`config.mk`:
```
export PLATFORM = sky130hd
export DESIGN_NAME = counter_timeoutpulse
export DESIGN_NICKNAME = d
export VERILOG_FILES = /design/src/rtl/counter_timeoutpulse.sv
export SDC_FILE = /design/constraint.sdc
export NUM_CORES = 1
export LEC_CHECK = 0
export CAP_MARGIN = 0
export CORE_AREA = 2 2 39 41
export DETAILED_ROUTE_END_ITERATION = 16
export DIE_AREA = 0 0 41 43
export DONT_BUFFER_PORTS = 1
export MAX_ROUTING_LAYER = met4
export PLACE_DENSITY = 0.37
export SLEW_MARGIN = 20
export SYNTH_ARGS = -nofsm -noshare
export SYNTH_HDL_FRONTEND = slang
export SYNTH_SLANG_ARGS = --single-unit
```
`constraint.sdc`:
```
create_clock -name clk -period 1.19 [get_ports clk]
set_input_delay 0.119 -clock clk [delete_from_list [all_inputs] [get_ports clk]]
set_output_delay 0.119 -clock clk [all_outputs]
set_load 0.1 [all_outputs]
```
`src/rtl/counter_timeoutpulse.sv`:
```
// Enable-gated timeout counter: counts cycles with 'in' high up to TIMEOUT,
// giving a level 'done' decode and a one-cycle registered 'done_pulse' on arrival.
module counter_timeoutpulse #(
  parameter int unsigned WIDTH       = 4,
  parameter int unsigned TIMEOUT     = 5,
  parameter int unsigned AUTO_RELOAD = 0
) (
  input  logic             clk,
  input  logic             rst,
  input  logic             in,
  output logic [WIDTH-1:0] counter,
  output logic             done,
  output logic             done_pulse
);

  localparam logic [WIDTH-1:0] TC       = WIDTH'(TIMEOUT);
  localparam logic [WIDTH-1:0] TC_M1    = WIDTH'(TIMEOUT - 1);
  localparam logic [WIDTH-1:0] ONE      = WIDTH'(1);
  localparam bit               RELOAD   = (AUTO_RELOAD != 0);

  logic [WIDTH-1:0] r_counter;
  logic             r_pulse;
  logic             w_at_tc;
  logic             w_arrive;
  logic [WIDTH-1:0] w_next;

  assign w_at_tc  = (r_counter == TC);
  assign w_arrive = in && (r_counter == TC_M1);

  // Next count: increment below terminal, then saturate or reload at terminal.
  always_comb begin
    w_next = r_counter;
    if (in) begin
      if (w_at_tc) begin
        w_next = RELOAD ? '0 : TC;
      end else begin
        w_next = r_counter + ONE;
      end
    end
  end

  always_ff @(posedge clk or negedge rst) begin
    if (!rst) begin
      r_counter <= '0;
      r_pulse   <= 1'b0;
    end else begin
      r_counter <= w_next;
      r_pulse   <= w_arrive;
    end
  end

  assign counter    = r_counter;
  assign done       = w_at_tc;
  assign done_pulse = r_pulse;

`ifdef SIM
  logic r_prev_pulse;

  always_ff @(posedge clk or negedge rst) begin
    if (!rst) begin
      r_prev_pulse <= 1'b0;
    end else begin
      r_prev_pulse <= r_pulse;
    end
  end

  // Pulse must be a single cycle and always coincide with the done level.
  always_ff @(posedge clk) begin
    if (rst) begin
      assert (!(r_prev_pulse && r_pulse));
      assert (!r_pulse || done);
      assert (r_counter <= TC);
    end
  end
`endif

endmodule

```
==> flow_summary.yaml <==
outcome:
  status: "finished with violations"
  failed_checks: "negative setup slack"
timing:
  hold_viol_final: 0
  setup_viol: 3
  skew_ns: 0.00579
  min_period_ns: 1.54
  slew_headroom: 0.791
  period_share: 1.29
  fmax_ghz: 0.650
  drv_slew: 0
  fin_ws_ns: -0.349
  worst_pin_slew_ns: 0.313
  rsz0062_at_grt: "true"
finish:
  syn_to_final_growth_pct: 96.6
  nets: 39
  utilization: 0.309
  drive_above_1_share: 0.629
  stdcell_count: 51
  diodes: 0
setup_path:
  ff2ff_setup_slack_ns: -0.28
  r2r_cells: 6
  required_ns: 1.07
  timing.critical_path.depth: 3
  crit_type: "reg -> out"
  crit_family: "simple AND/OR/NAND/NOR gates"
  worst-path-buf-inv: 1
  rr_startpoint: "counter[1]"
  arrival_ns: 1.42
  critPathCaptureType: "output pin"
  crit_end: "done"
  slowest_stage: "dfrtp_4"
  path_cells: "or3b_4 -> nor2_4 -> buf_12"
  regToRegEndpoint: "counter[0]"
  critical_path.max_stage_delay_ns: 0.47
  startpoint_type: "flip-flop"
  worstSetupStartpoint: "counter[1]"
  worst-path-max-fanout: 2
die:
  die-area_um2: 1760
  die_x_um: 41
  rows: 14
  chipHeight_um: 43
  start_util: 0.157
  ios: 9
  core_area_um2: 1380
synth:
  syn_inst: 19
  synth_compound_area_frac: 0.0690
  synth_adder_area_share: 0
  synth-seq-cells: 5
  avgSynthCellArea_um2: 11.5
  synth.area.mux_share: 0
  ys_seq_area_frac: 0.575
  synth_xor_area_frac: 0.0805
  synth_cell_types: 13
  netlist_area_um2: 218
  yosys.area_share.simple: 0.259
  yosysWarnings: 0
  synth_nets: 22
  synth_top_family_by_area: "simple AND/OR/NAND/NOR gates"
grt:
  grt_use_total: 0.0867
  overflow: 0
  grt_max_degree: 8
  grt_pass1_wl_um: 883
  grt_pass1_vias: 219
  antenna_found_initial: 0
cts:
  htree_levels: 1
  cts-root-buf: "clkbuf_4"
  cts_buffers: 3
  cts_tree: "built"
  cts_sinks: 5
  clkTransAtPathRegs_ns: 0.05
  clk-insertion-delay-late_ns: 0.24
  cts_buffer_depth: 2
place:
  port_buffers: 0
  dpl.hpwl_um: 400
  pre_cts_ws_ns: -0.120
  post-place-cells: 43
  place_congestion: 0.658
route:
  num_vias: 185
  wl_per_cell_um: 9.92
  drc_errors: 0
  final_antenna_net_count: 0
  drt-pass1-iter-count: 2
  viasPerCell: 3.63
  wl_um: 506
  drtIter0Drc: 6
job:
  cap_violations: 0
min_path:
  hp-class: "in -> reg"
[per-layer routing]
layer	wire length (µm)	share of wire	vias to the layer above	track usage
li1	-	-	98	-
met1	238	0.47	81	0.0877
met2	240	0.47	6	0.100
met3	27	0.053	0	0.0524
met4	0	0	0	0.100
met5	0	0	-	-
[cell families after synthesis]
kind of cell	after synthesis
buffers and inverters	1
DFF	5
xor gates and xnor gates	2
AOI/OAI and AO/OA	2
and+or+nand+nor	9
[final cells by class]
cell class / count / area, µm²
clock inverters: 1 / 5.00
clock buffers: 3 / 22.5
flip-flops and latches: 5 / 138
inverters: 1 / 3.75
repair buffers: 12 / 135
fillers: 153 / 956
well taps: 16 / 20.0
multi-input cells: 13 / 104
[Yosys cell counts]
cell type	instances	area, µm²
o21a_1	1	7.51
nand4_1	1	6.26
nor2_1	1	3.75
nand2_1	1	3.75
xnor2_1	2	17.5
a21o_1	1	7.51
nor3_1	1	5.00
dfrtp_1	5	125
inv_1	1	3.75
or3b_1	1	8.76
nor2b_1	1	6.26
nand3_1	2	10.0
nor3b_2	1	12.5
[worst min-delay path by stage]
stage	startpoint	to	slack (ns)	cells after the start
after floorplan	rst	counter[0]	-0.18	0
after global placement	rst	counter[1]	-0.18	0
after detailed placement	rst	counter[1]	-0.18	0
after CTS	in	done_pulse	0.03	1
after global routing	in	done_pulse	0.03	1
final	in	done_pulse	0.04	1
[what timing repair did]
item	in CTS	in global routing
pin swaps	1	2
hold endpoints to repair	6	0
hold buffers	2	0
cloned	0	0
resized for setup	2	4
setup buffers	1	2
setup endpoints to repair	5	4
[cell usage in the layout (no fill, tap or decap)]
| master | count |
|---|---|
| nand4_1 | 1 |
| o21a_1 | 1 |
| nand2_1 | 1 |
| buf_4 | 4 |
| nand3_2 | 1 |
| or3b_4 | 1 |
| dlygate4sd3_1 | 2 |
| inv_1 | 1 |
| buf_6 | 4 |
| nor3b_2 | 1 |
| nor2b_1 | 1 |
| dfrtp_2 | 1 |
| buf_12 | 2 |
| nor3_1 | 1 |
| dfrtp_4 | 3 |
| clkbuf_4 | 3 |
| nand3_1 | 1 |
| dfrtp_1 | 1 |
| clkinv_2 | 1 |
| xnor2_1 | 2 |
| nor2_4 | 1 |
| a21o_1 | 1 |
[metrics by stage]
step / hold WS, ns / TNS (ns) / cell area, µm²
after global placement: -0.176 / -0.264 / 345
after global routing: 0.0335 / -1.04 / 428
after detailed placement: -0.176 / -0.283 / 345
after CTS: 0.0328 / -0.763 / 408
final: 0.0437 / -0.905 / 428
after floorplan: -0.177 / -0.790 / 240
[registers in the layout, indices dropped and copies added (netlist names)]
register / cells
counter: 4
done_pulse: 1
Power is left out: the tool's default activity adds up to more than one toggle a clock period on the data nets, which glitch-free logic cannot reach.
